## config.mk

```make
export PLATFORM = sky130hd
export DESIGN_NAME = charmem_scroll_ctrl
export DESIGN_NICKNAME = d
export VERILOG_FILES = /design/src/rtl/charmem_scroll_ctrl.sv
export SDC_FILE = /design/constraint.sdc
export NUM_CORES = 1
export LEC_CHECK = 0
export ABC_AREA = 1
export BUFFER_PORTS_ARGS = -buffer_cell sky130_fd_sc_hd__buf_2
export CAP_MARGIN = 10
export CORE_ASPECT_RATIO = 2
export CORE_UTILIZATION = 40
export CTS_CLUSTER_DIAMETER = 60
export DETAILED_ROUTE_END_ITERATION = 12
export HOLD_SLACK_MARGIN = 0.05
export PLACE_DENSITY = 0.69
export SLEW_MARGIN = 40
export SYNTH_ARGS = -nofsm -noshare
export SYNTH_HDL_FRONTEND = slang
export SYNTH_SLANG_ARGS = --single-unit
```

## constraint.sdc

```tcl
create_clock -name clk -period 2.1 [get_ports clk]
set_clock_uncertainty 0.2 [all_clocks]
set_input_delay 0 -clock clk [delete_from_list [all_inputs] [get_ports clk]]
set_output_delay 0 -clock clk [all_outputs]
set_load 0.02 [all_outputs]
```

## src/rtl/charmem_scroll_ctrl.sv

```systemverilog
// Data-port arbiter for the 128x32 character/colour memory: the CPU always wins, and a
// background engine runs CLEAR and SCROLL_UP in the cycles the CPU leaves free.
module charmem_scroll_ctrl #(
    parameter int unsigned COLS = 128,
    parameter int unsigned ROWS = 32,
    parameter int unsigned AW   = 12
) (
    input  logic          clk,
    input  logic          rst_n,
    input  logic          cpu_req,
    input  logic          cpu_we,
    input  logic [AW-1:0] cpu_addr,
    input  logic [31:0]   cpu_wdata,
    output logic [31:0]   cpu_rdata,
    input  logic          cmd_valid,
    output logic          cmd_ready,
    input  logic          cmd_op,
    input  logic [31:0]   cmd_fill,
    output logic          busy,
    output logic          done,
    output logic [AW-1:0] mem_addr,
    output logic          mem_we,
    output logic [31:0]   mem_wdata,
    input  logic [31:0]   mem_rdata
);

    localparam logic [AW-1:0] LastAddr = AW'(COLS * ROWS - 1);
    localparam logic [AW-1:0] ColsAddr = AW'(COLS);
    localparam logic [AW-1:0] FillBase = AW'((ROWS - 1) * COLS);

    typedef enum logic [2:0] {
        StIdle,
        StClr,
        StScrRd,
        StScrWr,
        StScrFill
    } state_e;

    state_e        state_q, state_d;
    logic [AW-1:0] cnt_q, cnt_d;
    logic [31:0]   fill_q, fill_d;
    logic [31:0]   hold_q, hold_d;
    logic          rd_pend_q, rd_pend_d;
    logic          done_q, done_d;

    logic          eng_slot;
    logic          eng_req;
    logic          eng_we;
    logic [AW-1:0] eng_addr;
    logic [31:0]   eng_wdata;
    logic [31:0]   moved_word;

    assign eng_slot = ~cpu_req;
    // The write of a scroll pair may follow its read directly, before hold_q is loaded.
    assign moved_word = rd_pend_q ? mem_rdata : hold_q;

    always_comb begin
        state_d   = state_q;
        cnt_d     = cnt_q;
        fill_d    = fill_q;
        hold_d    = hold_q;
        rd_pend_d = 1'b0;
        done_d    = 1'b0;
        eng_req   = 1'b0;
        eng_we    = 1'b0;
        eng_addr  = '0;
        eng_wdata = '0;

        // Read data is captured even when the CPU owns this cycle.
        if (rd_pend_q) begin
            hold_d = mem_rdata;
        end

        case (state_q)
            StIdle: begin
                if (cmd_valid) begin
                    fill_d = cmd_fill;
                    if (cmd_op) begin
                        state_d = StScrRd;
                        cnt_d   = ColsAddr;
                    end else begin
                        state_d = StClr;
                        cnt_d   = '0;
                    end
                end
            end
            StClr: begin
                if (eng_slot) begin
                    eng_req   = 1'b1;
                    eng_we    = 1'b1;
                    eng_addr  = cnt_q;
                    eng_wdata = fill_q;
                    if (cnt_q == LastAddr) begin
                        state_d = StIdle;
                        cnt_d   = '0;
                        done_d  = 1'b1;
                    end else begin
                        cnt_d = cnt_q + AW'(1);
                    end
                end
            end
            StScrRd: begin
                if (eng_slot) begin
                    eng_req   = 1'b1;
                    eng_addr  = cnt_q;
                    rd_pend_d = 1'b1;
                    state_d   = StScrWr;
                end
            end
            StScrWr: begin
                if (eng_slot) begin
                    eng_req   = 1'b1;
                    eng_we    = 1'b1;
                    eng_addr  = cnt_q - ColsAddr;
                    eng_wdata = moved_word;
                    if (cnt_q == LastAddr) begin
                        state_d = StScrFill;
                        cnt_d   = FillBase;
                    end else begin
                        state_d = StScrRd;
                        cnt_d   = cnt_q + AW'(1);
                    end
                end
            end
            StScrFill: begin
                if (eng_slot) begin
                    eng_req   = 1'b1;
                    eng_we    = 1'b1;
                    eng_addr  = cnt_q;
                    eng_wdata = fill_q;
                    if (cnt_q == LastAddr) begin
                        state_d = StIdle;
                        cnt_d   = '0;
                        done_d  = 1'b1;
                    end else begin
                        cnt_d = cnt_q + AW'(1);
                    end
                end
            end
            default: begin
                state_d = StIdle;
            end
        endcase
    end

    always_ff @(posedge clk) begin
        if (!rst_n) begin
            state_q   <= StIdle;
            cnt_q     <= '0;
            fill_q    <= '0;
            hold_q    <= '0;
            rd_pend_q <= 1'b0;
            done_q    <= 1'b0;
        end else begin
            state_q   <= state_d;
            cnt_q     <= cnt_d;
            fill_q    <= fill_d;
            hold_q    <= hold_d;
            rd_pend_q <= rd_pend_d;
            done_q    <= done_d;
        end
    end

    // Port held quiet while reset is asserted so an aborted command cannot land one more write.
    always_comb begin
        mem_addr  = '0;
        mem_we    = 1'b0;
        mem_wdata = '0;
        if (rst_n) begin
            if (cpu_req) begin
                mem_addr  = cpu_addr;
                mem_we    = cpu_we;
                mem_wdata = cpu_wdata;
            end else if (eng_req) begin
                mem_addr  = eng_addr;
                mem_we    = eng_we;
                mem_wdata = eng_wdata;
            end
        end
    end

    assign cpu_rdata = mem_rdata;
    assign cmd_ready = (state_q == StIdle);
    assign busy      = (state_q != StIdle);
    assign done      = done_q;

endmodule

```

==> flow_summary_export.csv <==
group,metric,value,unit
timing,hold_violations,0,
placed_design,port_buffers,193,
finish,mostFrequentLayoutCell,"nand2_1",
finish,design_area,7076,µm²
critical_path,crit_arrival,1910,ps
floorplanning,ios,194,
yosys,synth_top_family_by_area,"simple AND/OR/NAND/NOR gates",
pwr,peakVddDrop,0.8708,mV
pwr,p_comb_share,47.9,%
timing,setup_violations,1,
critical_path,endpoint_kind,"output port",
finish,register_area,1637,µm²
timing,fin_crit_sh,100.5,%
min_path,hold_class,"in -> out",
pwr,switchingPower,2.851,mW
finish,diodes,0,
critical_path,r2r-start,"state_q[0]",
routing,topRoutingLayerUsed,"met4",
cts,clock_tree.root_cell,"clkbuf_16",
pwr,swShare,40.14,%
critical_path,critPathMaxFanout,11,
run_status,violations,"negative setup slack",
routing,post-route-drc-count,0,
finish,num-nets-final,1089,
cts,clk_latency,340,ps
placed_design,dp.cells,1014,
floorplanning,die_y,154.9,µm
routing,wl_met1,5942,µm
placed_design,place_congestion,0.9470,
global_routing,overflow,0,
pwr,power.density,1004,nW/µm²
pwr,p_leak,3.238,nW
global_routing,grt_pass1_vias,5144,
cts,cts_tree,"done",
finish,area_delta_synth_final,51.41,%
timing,max-slew-margin-rel,66.01,%
timing,period_minus_slack,2110,ps
placed_design,hpwlAfterDp,10000,µm
routing,vias_per_cell,4.996,
global_routing,track_usage,24.79,%
routing,routedWlPerCell,14.56,µm
critical_path,max_stage_delay,370,ps
yosys,yosysWarnings,0,
yosys,synthSimpleGateAreaFrac,24.26,%
run,drv_cap,0,
yosys,yosysUniqueCellTypes,29,
routing,route.met3.wl,592,µm
yosys,synthMuxAreaShare,0,%
finish,fin_cells,1119,
yosys,synth_seq_cells,81,
cts,cts_buffer_depth,2,
yosys,syn_nets,854,
routing,vias,5591,
yosys,synth_area,4673,µm²
cts,cts.sink_count,81,
yosys,synth-seq-area-share,34.70,%
floorplanning,die_w,78.43,µm
global_routing,antenna_found_initial,0,
run_status,status,"complete, but fails checks",
cts,cts_made_buffers,9,
cts,clk_pin_slew,60,ps
critical_path,crit_slowest_cell,"dfxtp_2",
yosys,postSynthAreaPerCell,6.341,µm²
critical_path,cp-start-kind,"flip-flop",
timing,worst_pin_slew,509.2,ps
timing,fin_setup_tns,-9.520,ps
critical_path,crit_type,"reg -> out",
finish,final_layout_size_suffix_gt1_share,29.27,%
pwr,internal_power,4.252,mW
critical_path,cp.required,1900,ps
critical_path,crit_start,"state_q[1]",
timing,setup_slack,-9.520,ps
floorplanning,rows,55,
yosys,synth_compound_area_share,22.60,%
yosys,synth_fa_ha_area_share,0.8032,%
finish,final_cell_mix,"173 x nand2_1, 166 x buf_2, 89 x inv_1",
floorplanning,dieArea,12150,µm²
timing,final_max_slew_viol_count,0,
placed_design,place_area,5584,µm²
timing,hold-worst-slack,147.6,ps
timing,timing.fmax,0.4740,GHz
global_routing,grt_max_degree,41,
routing,wl_met2,9135,µm
routing,firstDrtPassIters,5,
routing,drt_wl_total,16290,µm
timing,rsz0062_at_grt,"true",
routing,ant_nets,0,
yosys,syn_inst,737,
finish,multi_input_area,2356,µm²
floorplanning,start_util,41.16,%
cts,h-tree-depth,3,
finish,nFillCells,1074,
pwr,pwr-share-seq,27.8,%
critical_path,path_cells,"inv_4 -> nor2_4 -> inv_2 -> a21oi_4 -> buf_6 -> clkbuf_16 -> nand2_1 -> a21oi_1 -> buf_4",
global_routing,grt_pass1_wl,23600,µm
min_path,hold_start,"cpu_addr[11]",
pwr,power.total,7.104,mW
yosys,synth_xor_area_share,0.5622,%
pwr,clock_power_share,24.3,%
floorplanning,core_area,11350,µm²
routing,drt_iter0_markers,236,
routing by layer:
metal	global-route usage, %	vias up
li1	-	2808
met1	24.95	2572
met2	48.20	170
met3	3.402	41
met4	12.17	0
met5	0	-
critical path: cells and delay by family, from the launching register on:
kind	cells	cell delay [ps]
buffers and inverters	5	610
DFF	1	370
AOI/OAI and AO/OA	2	350
and+or+nand+nor	2	250
final timing paths:
check	end	slack [ps]	cells past startpoint
setup / recovery	mem_wdata[10]	-10	9
hold / removal	mem_addr[11]	150	4
setup reg to reg	fill_q[30]	120	7
hold reg to reg	fill_q[31]	250	2
layout make-up:
type                    count  area share, %
multi-input cells         484          33.30
repair buffers            301          31.32
flip-flops and latches     81          23.13
inverters                  95          5.075
clock buffers              10          3.378
well taps                 142          2.511
clock inverters             6          1.291
state kept, by name, indices dropped and copies added, names as in the netlist:
| name | count |
|---|---|
| state_q | 3 |
| fill_q | 32 |
| cnt_q | 12 |
| done | 1 |
| rd_pend_q | 1 |
| hold_q | 32 |
cell families (layout without fill, tap and decap cells):
| logic type | count (synthesis) | count (layout) |
|---|---|---|
| simple gates | 279 | 279 |
| compound gates | 199 | 199 |
| xor+xnor | 3 | 3 |
| buf+inv | 172 | 412 |
| flops | 81 | 81 |
| fa+ha+maj | 3 | 3 |
through the flow:
stage	setup WS, ps	utilization, %
after floorplan	367.0	-
after global placement	254.6	49.18
after detailed placement	215.8	49.18
after CTS	-11.37	59.18
after global routing	-47.97	62.31
final	-9.520	62.31
power by group through the flow:
stage                     combinational, mW  clock, mW  sequential, mW
final                                  3.40       1.73            1.97
after global routing                   3.73       1.82            2.00
after CTS                              2.95       1.75            1.97
after detailed placement               2.65          0            1.99
after global placement                 2.63          0            1.98
after floorplan                        1.91          0            1.96
what timing repair did:
action	in CTS	in global routing
pin swaps	1	6
gates resized for setup	11	56
endpoints found under the setup margin	44	46
setup buffers	3	8
gates cloned	1	6
hold buffers	72	0
endpoints found under the hold margin	102	0
Yosys cell counts (all sizes together):
| library cell | count | area [µm²] |
|---|---|---|
| a21o | 1 | 7.510 |
| a21oi | 91 | 470.5 |
| buf | 48 | 331.6 |
| clkbuf | 29 | 110.1 |
| dfxtp | 81 | 1622 |
| ha | 3 | 37.54 |
| inv | 95 | 356.6 |
| nand2 | 179 | 674.4 |
| nand3 | 22 | 122.6 |
| nand3b | 1 | 7.510 |
| nand4 | 7 | 50.05 |
| nor2 | 67 | 261.5 |
| nor3 | 1 | 5.000 |
| nor4 | 2 | 12.51 |
| o21ai | 73 | 365.4 |
| o22ai | 34 | 212.7 |
| xnor2 | 2 | 17.52 |
| xor2 | 1 | 8.760 |
(Power assumes the default switching activity.)
